[config.mk]
export PLATFORM = sky130hd
export DESIGN_NAME = vrp_pkt_arb
export DESIGN_NICKNAME = d
export VERILOG_FILES = /design/src/rtl/vrp_pkt_arb.sv
export SDC_FILE = /design/constraint.sdc
export NUM_CORES = 1
export LEC_CHECK = 0
export ABC_AREA = 1
export CAP_MARGIN = 20
export CORE_UTILIZATION = 34
export CTS_CLUSTER_SIZE = 28
export DETAILED_ROUTE_END_ITERATION = 8
export PLACE_DENSITY = 0.88
export SETUP_SLACK_MARGIN = 0.2
export SLEW_MARGIN = 15
export SYNTH_ARGS = -nofsm -noshare
export SYNTH_HDL_FRONTEND = slang
export SYNTH_SLANG_ARGS = --single-unit
export TNS_END_PERCENT = 100
[constraint.sdc]
create_clock -name clk -period 8.82 [get_ports clk]
set_clock_uncertainty 0.2 [all_clocks]
set_input_delay 2.646 -clock clk [delete_from_list [all_inputs] [get_ports clk]]
set_output_delay 2.646 -clock clk [all_outputs]
set_load 0.02 [all_outputs]
[src/rtl/vrp_pkt_arb.sv]
// Round-robin, packet-locked arbiter sharing one valid-ready sink among N_REQ requesters.
// Beats are tagged with the source index; packets overrunning MAX_BEATS are force-released.
module vrp_pkt_arb #(
  parameter int N_REQ     = 4,
  parameter int PLD_WIDTH = 32,
  parameter int MAX_BEATS = 16,
  parameter int ID_WIDTH  = $clog2(N_REQ),
  parameter int CNT_WIDTH = $clog2(MAX_BEATS+1)
) (
  input  logic                       clk,
  input  logic                       rst,
  input  logic [N_REQ-1:0]           vld_s,
  output logic [N_REQ-1:0]           rdy_s,
  input  logic [N_REQ*PLD_WIDTH-1:0] pld_s,
  input  logic [N_REQ-1:0]           last_s,
  output logic                       vld_m,
  input  logic                       rdy_m,
  output logic [PLD_WIDTH-1:0]       pld_m,
  output logic                       last_m,
  output logic [ID_WIDTH-1:0]        id_m,
  output logic                       err_ovf
);
  // state | meaning
  // IDLE  | no packet open; grant from round-robin scan, or held while the sink stalls
  // LOCK  | packet open; grant fixed to lock_id until its last beat or a forced release
  localparam logic [0:0] ST_IDLE = 1'b0;
  localparam logic [0:0] ST_LOCK = 1'b1;

  localparam logic [CNT_WIDTH-1:0] CNT_FINAL = CNT_WIDTH'(MAX_BEATS-1);
  localparam logic [ID_WIDTH-1:0]  ID_LAST   = ID_WIDTH'(N_REQ-1);

  logic [0:0]           state;
  logic [ID_WIDTH-1:0]  lock_id;
  logic [ID_WIDTH-1:0]  rr_ptr;
  logic [ID_WIDTH-1:0]  hold_id;
  logic [ID_WIDTH-1:0]  scan_id;
  logic [ID_WIDTH-1:0]  gnt;
  logic [CNT_WIDTH-1:0] beat_cnt;
  logic                 hold;
  logic                 sel_vld;
  logic                 sel_last;
  logic [PLD_WIDTH-1:0] sel_pld;
  logic                 forced;
  logic                 final_beat;
  logic                 xfer;

  function automatic logic [ID_WIDTH-1:0] inc_mod(input logic [ID_WIDTH-1:0] id);
    return (id == ID_LAST) ? '0 : id + ID_WIDTH'(1);
  endfunction

  // Scan downwards so the requester closest to rr_ptr is written last and wins.
  always_comb begin
    int idx;
    idx     = 0;
    scan_id = rr_ptr;
    for (int k = N_REQ-1; k >= 0; k--) begin
      idx = int'(rr_ptr) + k;
      if (idx >= N_REQ) idx = idx - N_REQ;
      if (vld_s[idx]) scan_id = ID_WIDTH'(idx);
    end
  end

  always_comb begin
    if (state == ST_LOCK) gnt = lock_id;
    else if (hold)        gnt = hold_id;
    else                  gnt = scan_id;
  end

  always_comb begin
    sel_vld  = 1'b0;
    sel_last = 1'b0;
    sel_pld  = '0;
    for (int i = 0; i < N_REQ; i++) begin
      if (gnt == ID_WIDTH'(i)) begin
        sel_vld  = vld_s[i];
        sel_last = last_s[i];
        sel_pld  = pld_s[i*PLD_WIDTH +: PLD_WIDTH];
      end
    end
  end

  // beat_cnt is zero in IDLE, so with MAX_BEATS=1 every non-last IDLE beat is forced final.
  assign forced     = (beat_cnt == CNT_FINAL) && !sel_last;
  assign final_beat = sel_last || forced;

  assign vld_m  = !rst && sel_vld;
  assign last_m = !rst && final_beat;
  assign id_m   = rst ? '0 : gnt;
  assign pld_m  = sel_pld;
  assign xfer   = vld_m && rdy_m;

  always_comb begin
    rdy_s = '0;
    for (int i = 0; i < N_REQ; i++) begin
      rdy_s[i] = !rst && rdy_m && (gnt == ID_WIDTH'(i));
    end
  end

  always_ff @(posedge clk) begin
    if (rst) begin
      state    <= ST_IDLE;
      lock_id  <= '0;
      rr_ptr   <= '0;
      beat_cnt <= '0;
      hold     <= 1'b0;
      hold_id  <= '0;
      err_ovf  <= 1'b0;
    end else if (xfer) begin
      hold <= 1'b0;
      if (final_beat) begin
        state    <= ST_IDLE;
        rr_ptr   <= inc_mod(gnt);
        beat_cnt <= '0;
        if (forced) err_ovf <= 1'b1;
      end else if (state == ST_IDLE) begin
        state    <= ST_LOCK;
        lock_id  <= gnt;
        beat_cnt <= CNT_WIDTH'(1);
      end else begin
        beat_cnt <= beat_cnt + CNT_WIDTH'(1);
      end
    end else if (state == ST_IDLE && vld_m) begin
      hold    <= 1'b1;
      hold_id <= gnt;
    end
  end
endmodule

==> results of run 1 <==
[metal layers]
layer,vias to the layer above,part of all wire,track usage
met4,0,0.028,0.100
met5,-,0,0
met2,144,0.51,0.540
met3,23,0.051,0.0357
met1,1389,0.41,0.326
li1,1470,-,-
[final cells by class]
cell class | count | area (µm²)
well taps | 72 | 90.1
flip-flops and latches | 14 | 280
repair buffers | 189 | 2010
multi-input cells | 253 | 1420
inverters | 30 | 118
fillers | 452 | 1500
clock buffers | 4 | 55.1
[through the flow]
stage                     setup slack (ns)  utilization  hold WS (ns)  instances  instance area [µm²]
after floorplan                       1.09            -         0.253        321                 1920
after global placement               0.201        0.693         0.272        556                 3790
after detailed placement            0.0691        0.693         0.271        556                 3790
after CTS                            0.213        0.709         0.293        562                 3880
after global routing                 0.201        0.727         0.338        562                 3980
final                                0.542        0.727         0.292        562                 3980
[Yosys cell counts (3+ instances only)]
cell	number	area (µm²)
nand2_1	86	323
inv_1	25	93.8
clkbuf_1	20	75.1
dfxtp_1	14	280
nor2_1	46	173
a21oi_1	10	50.1
nand3_1	14	70.1
a221oi_1	32	280
ha_1	6	75.1
o21ai_1	3	15.0
o21ai_0	6	30.0
o31ai_1	33	248
nor2_2	3	18.8
[worst min-delay path by stage]
| stage | start | endpoint | slack (ns) | cells past startpoint |
|---|---|---|---|---|
| detailed placement | err_ovf | err_ovf | 0.27 | 2 |
| finish | err_ovf | err_ovf | 0.29 | 2 |
| CTS | err_ovf | err_ovf | 0.29 | 2 |
| global route | err_ovf | err_ovf | 0.34 | 2 |
| global placement | beat_cnt[4] | beat_cnt[4] | 0.27 | 2 |
| floorplan | beat_cnt[4] | beat_cnt[4] | 0.25 | 2 |
[state kept, by name (all words and copies together), names as in the netlist]
| register | count |
|---|---|
| beat_cnt | 5 |
| hold_id | 2 |
| lock_id | 2 |
| rr_ptr | 2 |
| err_ovf | 1 |
| hold | 1 |
| state | 1 |
[what timing repair did]
action | CTS | global route
endpoints found under the setup margin | 29 | 34
pin swaps | 1 | 0
resized for setup | 2 | 36
setup buffers | 2 | 0
[tightest hold or removal path: cells and delay by family, from the launching register on]
family | cells | cell delay, ns
and+or+nand+nor | 1 | 0.07
DFF | 1 | 0.34
AOI/OAI and AO/OA | 1 | 0.05
[logic make-up after synthesis]
family / after synthesis / synth area share
AND/OR/NAND/NOR: 155 / 0.337
AO/OA/AOI/OAI: 92 / 0.360
flip-flops: 14 / 0.146
buffers and inverters: 54 / 0.119
adder cells (fa/ha/maj): 6 / 0.0391
==> flow_metrics.py, run 1 <==
metrics = {
    "global_route": {
        "grt-ovfl-total": 0,
        "track_usage": 0.287,
        "grt_pass1_vias": 2963,
        "antenna_found_initial": 0,
        "grt_pass1_wl_um": 14000,
        "grt_max_degree": 61,
    },
    "sta": {
        "finalHoldViolCount": 0,
        "rsz0062_at_grt": "true",
        "tightest_slew_ns": 0.351,
        "fmax_mhz": 121,
        "post-route-period-util": 0.939,
        "max_slew_margin": 0.766,
        "fin_tns_setup_ns": 0,
        "fin_crit_ns": 8.28,
        "slew_viol_final": 0,
        "setup_viol": 0,
    },
    "drt": {
        "route.vias.total": 3026,
        "wl_per_cell_um": 15.7,
        "dr.pass1.iters": 6,
        "drc_errors": 0,
        "wl_um": 8840,
        "viasPerCell": 5.38,
        "detail-route-antenna-nets": 0,
        "first_iter_violations": 140,
    },
    "worst_setup_path": {
        "cp_top_family": "buffers and inverters",
        "ff2ff_setup_slack_ns": 5.51,
        "r2r_end": "lock_id[0]",
        "crit_top_cell": "nand2_1",
        "setup.worst_path.start": "vld_s[3]",
        "critical_path_class": "in2out",
        "cp.depth": 23,
        "ff2ff_path_depth": 23,
        "required_ns": 5.97,
        "reg2reg_from": "rr_ptr[0]",
        "worstPathMaxFanout": 8,
        "worstPathArrival_ns": 5.43,
        "critPathCapture": "last_m",
        "crit_buf_inv": 7,
        "path_cells": "clkdlybuf4s50_1 > inv_1 > o21ai_1 > nand2_1 > nand2_1 > nand2_1 > nand2_1 > nand3_1 > nand3_1 > nand3_1 > nand2_2 > inv_1 > ha_2 > buf_4 > a21oi_1 > nand2_1 > o211ai_1 > nand2_1 > nor2_2 > inv_1 > nand2_1 > inv_1 > dlymetal6s2s_1",
        "max_stage_delay_ns": 0.48,
        "crit_slowest_cell": "clkdlybuf4s50_1",
        "worst_setup_path_end_kind": "output port",
        "start_kind": "primary input",
    },
    "run_status": {
        "status": "complete, no violations",
    },
    "synth": {
        "synth_ff_type": "dfxtp_1",
        "async_flop_share": 0,
        "yosysSeqAreaShare": 0.146,
        "syn-num-nets": 466,
        "ys_types": 30,
        "yosysWarnings": 0,
        "syn_inst": 321,
        "syn_area_um2": 1920,
        "avgSynthCellArea_um2": 5.98,
        "synth_seq_cells": 14,
        "synth_edf_count": 0,
    },
    "clocking": {
        "cts_tree": "yes",
        "clock_path_buffers": 2,
        "clock-root-buffer": "clkbuf_8",
        "cts_num_sinks": 14,
        "cts.clk_slew.worst_paths_ns": 0.06,
        "numCtsBuffers": 3,
        "cts_hold_buf": 0,
        "clock_latency_ns": 0.25,
        "cts-htree-levels": 1,
    },
    "layout": {
        "layout_commonest_cell": "clkdlybuf4s50_1",
        "syn_to_final_growth_pct": 107,
        "drive_above_1_share": 0.0653,
        "fin_nets": 636,
        "mostFrequentLayoutCells": "clkdlybuf4s50_1, nand2_1, nor2_1, dlymetal6s2s_1, o31ai_1",
        "antenna_cells": 0,
    },
    "floorplanning": {
        "fp.dieH_um": 77.2,
        "die_area_um2": 5950,
        "row_count": 27,
        "design.core.area_um2": 5470,
        "initial_core_util": 0.351,
        "die_w_um": 77.2,
        "io_pins": 180,
    },
    "placement": {
        "gp_congestion": 0.889,
        "hpwl_um": 6850,
        "io_buffers": 179,
    },
    "flow_run": {
        "cap_violations": 0,
    },
    "hold_path": {
        "min_path_type": "reg2reg",
    },
}
Power of run 1 is left out: the tool's default activity adds up to more than one toggle a clock period on the data nets, which glitch-free logic cannot reach.
==> inputs of run 2 (changes only) <==
--- a/config.mk
+++ b/config.mk
@@ -6,6 +6,7 @@
 export NUM_CORES = 1
 export LEC_CHECK = 0
 export ABC_AREA = 1
+export ABC_CLOCK_PERIOD_IN_PS = 8820
 export CAP_MARGIN = 20
 export CORE_UTILIZATION = 34
 export CTS_CLUSTER_SIZE = 28
==> results of run 2 <==
Same layout as run 1: the final DEF is identical, and so are final timing and power.
Power of run 2 is left out for the same reason.
==> inputs of run 3 (changes only) <==
--- a/config.mk
+++ b/config.mk
@@ -8,6 +8,7 @@
 export ABC_AREA = 1
 export ABC_CLOCK_PERIOD_IN_PS = 8820
 export CAP_MARGIN = 20
+export CORE_ASPECT_RATIO = 2
 export CORE_UTILIZATION = 34
 export CTS_CLUSTER_SIZE = 28
 export DETAILED_ROUTE_END_ITERATION = 8
==> run 3 against run 2 <==
Critical path depth is 1 higher. Critical path type unchanged. Clock-buffer cell count unchanged. Flip-flop and latch count did not move. Design area shrank 0.63%. Sequential share of layout area about the same. Worst hold slack gained 0.017 ns. Critical endpoint unchanged. First-iteration DRC count is 18% lower. Utilization grew 0.24 points.
==> flow_metrics.py, run 3 (synthesis results as in run 1) <==
metrics = {
    "run_status": {
        "status": "complete, no violations",
    },
    "floorplanning": {
        "io_pins": 180,
        "fp.dieH_um": 108,
        "initial_core_util": 0.354,
        "row_count": 38,
        "die_w_um": 55.1,
        "die_area_um2": 5970,
        "design.core.area_um2": 5420,
    },
    "layout": {
        "syn_to_final_growth_pct": 106,
        "fin_area_um2": 3950,
        "layout_commonest_cell": "clkdlybuf4s50_1",
        "fin_nets": 637,
        "largest-register": "beat_cnt",
        "drive_above_1_share": 0.0713,
        "mostFrequentLayoutCells": "clkdlybuf4s50_1, nand2_1, nor2_1",
        "antenna_cells": 0,
        "final_core_util": 0.729,
        "largest_reg_flops": 5,
    },
    "sta": {
        "post-route-period-util": 0.950,
        "fin_crit_ns": 8.38,
        "fmax_mhz": 119,
        "tightest_slew_ns": 0.401,
        "fin_tns_setup_ns": 0,
        "rsz0062_at_grt": "false",
        "slew_viol_final": 0,
        "setup_viol": 0,
        "max_slew_margin": 0.732,
        "finalHoldViolCount": 0,
    },
    "hold_path": {
        "min_path_type": "reg2reg",
        "hold_depth": 2,
    },
    "worst_setup_path": {
        "ff2ff_path_depth": 23,
        "r2r_end": "lock_id[0]",
        "reg2reg_from": "rr_ptr[0]",
        "path_cells": "clkdlybuf4s50_1 > inv_1 > nand2_1 > nand3_1 > o21ai_0 > nand2_1 > nand2_1 > nand2_1 > nand2_1 > nand2_1 > nand3_1 > nand2_2 > inv_1 > ha_1 > buf_4 > a21oi_1 > nand2_1 > o211ai_1 > nand2_1 > nor2_4 > inv_1 > nand2_1 > inv_1 > clkdlybuf4s15_1",
        "worst_setup_path_end_kind": "output port",
        "ff2ff_setup_slack_ns": 5.44,
        "setup.worst_path.start": "vld_s[3]",
        "required_ns": 5.97,
        "critPathCapture": "last_m",
        "critical_path_class": "in2out",
        "max_stage_delay_ns": 0.43,
        "start_kind": "primary input",
        "crit_top_cell": "nand2_1",
        "crit_slowest_cell": "clkdlybuf4s50_1",
        "worstPathMaxFanout": 10,
        "worstPathArrival_ns": 5.53,
    },
    "global_route": {
        "track_usage": 0.292,
        "grt_max_degree": 51,
        "antenna_found_initial": 0,
        "grt_pass1_vias": 2823,
        "grt_pass1_wl_um": 13000,
        "grt-ovfl-total": 0,
    },
    "clocking": {
        "numCtsBuffers": 3,
        "clock_latency_ns": 0.26,
        "cts-htree-levels": 1,
        "clock-root-buffer": "clkbuf_8",
        "cts.clk_slew.worst_paths_ns": 0.05,
        "cts_num_sinks": 14,
        "clock_path_buffers": 2,
        "cts_tree": "yes",
    },
    "drt": {
        "wl_um": 9380,
        "drc_errors": 0,
        "detail-route-antenna-nets": 0,
        "wl_per_cell_um": 17.0,
        "dr.pass1.iters": 4,
        "route.vias.total": 3055,
        "viasPerCell": 5.54,
        "first_iter_violations": 115,
    },
    "placement": {
        "io_buffers": 179,
        "placed_area_um2": 3790,
        "hpwl_um": 7330,
        "gp_congestion": 0.911,
    },
    "flow_run": {
        "cap_violations": 0,
    },
}
-- run 3: what timing repair did --
| item | CTS | global route |
|---|---|---|
| buffers inserted | 0 | 1 |
| pin swaps | 0 | 2 |
| hold buffers | 0 | 0 |
| endpoints found under the setup margin | 7 | 33 |
| gates resized for setup | 4 | 37 |
-- run 3: metrics by stage --
stage	std cells	hold WS [ns]	setup WS (ns)
floorplan	321	0.253	1.09
global placement	546	0.267	0.165
detailed placement	546	0.286	0.103
CTS	550	0.303	0.241
global route	551	0.338	0.165
finish	551	0.309	0.444
-- run 3: layer usage --
| layer | global-route usage | wire, µm | vias to the layer above | share of wire |
|---|---|---|---|---|
| li1 | - | - | 1469 | - |
| met5 | 0 | 0 | - | 0 |
| met1 | 0.299 | 3360 | 1385 | 0.36 |
| met3 | 0.0506 | 955 | 25 | 0.10 |
| met4 | 0.100 | 278 | 0 | 0.030 |
| met2 | 0.549 | 4790 | 176 | 0.51 |
-- run 3: worst max-delay path, delay by kind of cell --
family	cells	cell delay, ns
fa+ha+maj	1	0.22
simple gates	13	1.12
buf+inv	7	1.19
compound gates	3	0.33
-- run 3: how the worst min path moves through the flow --
stage / from / to
5_1_grt: err_ovf / err_ovf
4_1_cts: lock_id[1] / lock_id[1]
3_5_place_dp: err_ovf / err_ovf
2_1_floorplan: beat_cnt[4] / beat_cnt[4]
3_3_place_gp: err_ovf / err_ovf
6_report: lock_id[1] / lock_id[1]
-- run 3: layout make-up --
type | count | area [µm²]
repair buffers | 190 | 1990
fillers | 433 | 1470
multi-input cells | 253 | 1430
flip-flops and latches | 14 | 280
inverters | 30 | 118
well taps | 60 | 75.1
clock buffers | 4 | 55.1
Power of run 3 is left out for the same reason.
==> RTL change: new RTL, config.mk and constraints of run 3 <==
Put one more register stage on the output `err_ovf`. The value now appears one clock later. The other outputs are not delayed to match.
--- a/src/rtl/vrp_pkt_arb.sv
+++ b/src/rtl/vrp_pkt_arb.sv
@@ -28,6 +28,8 @@
 
   localparam logic [CNT_WIDTH-1:0] CNT_FINAL = CNT_WIDTH'(MAX_BEATS-1);
   localparam logic [ID_WIDTH-1:0]  ID_LAST   = ID_WIDTH'(N_REQ-1);
+
+  logic err_ovf_s0;
 
   logic [0:0]           state;
   logic [ID_WIDTH-1:0]  lock_id;
@@ -104,14 +106,14 @@
       beat_cnt <= '0;
       hold     <= 1'b0;
       hold_id  <= '0;
-      err_ovf  <= 1'b0;
+      err_ovf_s0 <= 1'b0;
     end else if (xfer) begin
       hold <= 1'b0;
       if (final_beat) begin
         state    <= ST_IDLE;
         rr_ptr   <= inc_mod(gnt);
         beat_cnt <= '0;
-        if (forced) err_ovf <= 1'b1;
+        if (forced) err_ovf_s0 <= 1'b1;
       end else if (state == ST_IDLE) begin
         state    <= ST_LOCK;
         lock_id  <= gnt;
@@ -124,5 +126,9 @@
       hold_id <= gnt;
     end
   end
+  always_ff @(posedge clk) begin
+    err_ovf <= err_ovf_s0;
+  end
+
 endmodule
 
Formal check against the unedited RTL: no difference found for any inputs over 4 cycles, from zero or initial values and one cycle with rst high; that may be too few to reach the edited logic, so the function may still have changed.
==> RTL change against run 3 <==
  * Register-to-register slack lost 60 ps
  * Worst setup slack lost 220 ps
  * Utilization shrank 1.6 points
  * Wire length shrank 3.1%
  * Critical endpoint is now pld_m[16]
  * Design area shrank 1.4%
  * First-iteration DRC count grew 99%
  * Final cell count grew 0.54%
  * Area after synthesis grew 1.4%
  * Sequential cell count grew 1
Power is left out: the tool's default activity adds up to more than one toggle a clock period on the data nets, which glitch-free logic cannot reach.
==> RTL change: results (changes against run 3) <==
- Gpl congestion: 0.969 (+6.3%)
- Initial DRC Count: 229 (+99%)
- YS warnings: 0 (unchanged)
- Dominant synthesized flop cell: dfxtp_1
- R2R Path Start: rr_ptr[0]
- Global-route wire length before repair: 13.5 mm (+3.4%)
- Longest Clk Path Bufs: 2 (unchanged)
- WL/cell: 16.4 um (-3.6%)
- Seq/Total Area, Yosys: 15.4% (+0.82 points)
- Clk Latency, worst-skew pair: 260 ps (about the same)
- Fin nets: 640 (+0.47%)
- CP endpoint: pld_m[16]
- Worst Hold Class: reg2reg
- Crit-path max FO: 12 (+2)
- Vias per Instance: 5.51 (-0.67%)
- Post-DP HPWL: 7.26 mm (-1.1%)
- Vias in the first global route: 2825 (+0.071%)
- Crit path time final: 8600 ps (+225 ps)
- Outcome: complete, no violations
- Setup WS pre-CTS: 56.9 ps (-45.8 ps)
- Final WL: 9.09 mm (-3.1%)
- Fraction of layout cells with a size suffix above 1: 7.09% (-0.043 points)
- Reg-to-reg setup timing slack: 5380 ps (-60 ps)
- Placed Cells: 550 (+0.73%)
- Slew headroom: 72.5% (-0.70 points)
- Drt first pass iters: 6 (+2)
- Critical Path Start: vld_s[0]
- Largest net degree at the start of global routing: 36 (-29%)
- Total CTS buffers: 3 (unchanged)
- Clock slew at reported path FFs: 60 ps
- R2r endpoint: rr_ptr[1]
- Syn Inst Count: 324 (+0.93%)
- Largest register FFs: 5 (unchanged)
- Biggest register: beat_cnt
- Yosys cell types: 30 (unchanged)
- Initial antenna violation count: 0 (unchanged)
- Largest cells by area after synthesis: nand2_1 (17%), dfxtp_1 (15%), a221oi_1 (14%), o31ai_1 (13%), nor2_1 (9.1%)
- FF-to-FF path depth: 24 (+4.3%)
- CP peak stage delay: 660 ps (+230 ps)
- Post-CTS setup buffer count: 0 (unchanged)
- Syn Nets: 469 (+0.64%)
- Synth top cells by count: nand2_1 (87), nor2_1 (47), o31ai_1 (33)
- CP delay by family, top: buffers and inverters
- Port Buf Inserts: 179 (unchanged)
- Asr flop ratio synth: 0% (unchanged)
- Total track usage: 27.3% (-1.9 points)
- Hold_sp: err_ovf_s0
- Critical path data arrival time: 5750 ps (+220 ps)
- CTS H-tree lvls: 1 (unchanged)
- Cell Area, Placed: 0.00382 sq mm (+0.76%)
## RTL change: timing repair
action | 4_1_cts | 5_1_grt
gates resized for setup | 12 | 15
pin swaps | 0 | 0
endpoints found under the setup margin | 24 | 24
## RTL change: cells by family (layout without fill, tap and decap cells)
logic type | after synthesis | after routing | share of synthesized area (%)
compound gates | 90 | 90 | 34.9
buf+inv | 55 | 225 | 11.8
fa+ha+maj | 6 | 6 | 3.85
flops | 15 | 15 | 15.4
xor+xnor | 1 | 1 | 0.450
simple gates | 157 | 157 | 33.6
## RTL change: how the worst min path moves through the flow
| stage | endpoint | cells after the start | slack, ps |
|---|---|---|---|
| floorplan | err_ovf | 0 | 130 |
| finish | err_ovf | 0 | 160 |
| global placement | err_ovf | 0 | 140 |
| CTS | err_ovf | 0 | 150 |
| global route | err_ovf | 0 | 160 |
| detailed placement | err_ovf | 0 | 150 |
## RTL change: routing by layer
metal  up-vias  GRT usage (%)  routed length, um
li1       1477              -                  -
met1      1376           30.2               3410
met2       180           49.6               4580
met3        18           7.71                858
met4         0           9.11                242
met5         -              0                  0
## RTL change: final cells by class
cell class | instances | area (sq um)
tap | 60 | 75.1
timing repair buffer | 191 | 1930
inverter | 30 | 118
clock buffer | 3 | 41.3
clock inverter | 1 | 7.51
fill | 470 | 1570
sequential | 15 | 300
multi-input combinational | 254 | 1430
## RTL change: stage by stage
stage	util (%)	hold WS, ps
2_1_floorplan	-	132
3_3_place_gp	69.9	143
3_5_place_dp	69.9	145
4_1_cts	70.6	155
5_1_grt	71.3	163
6_report	71.3	157
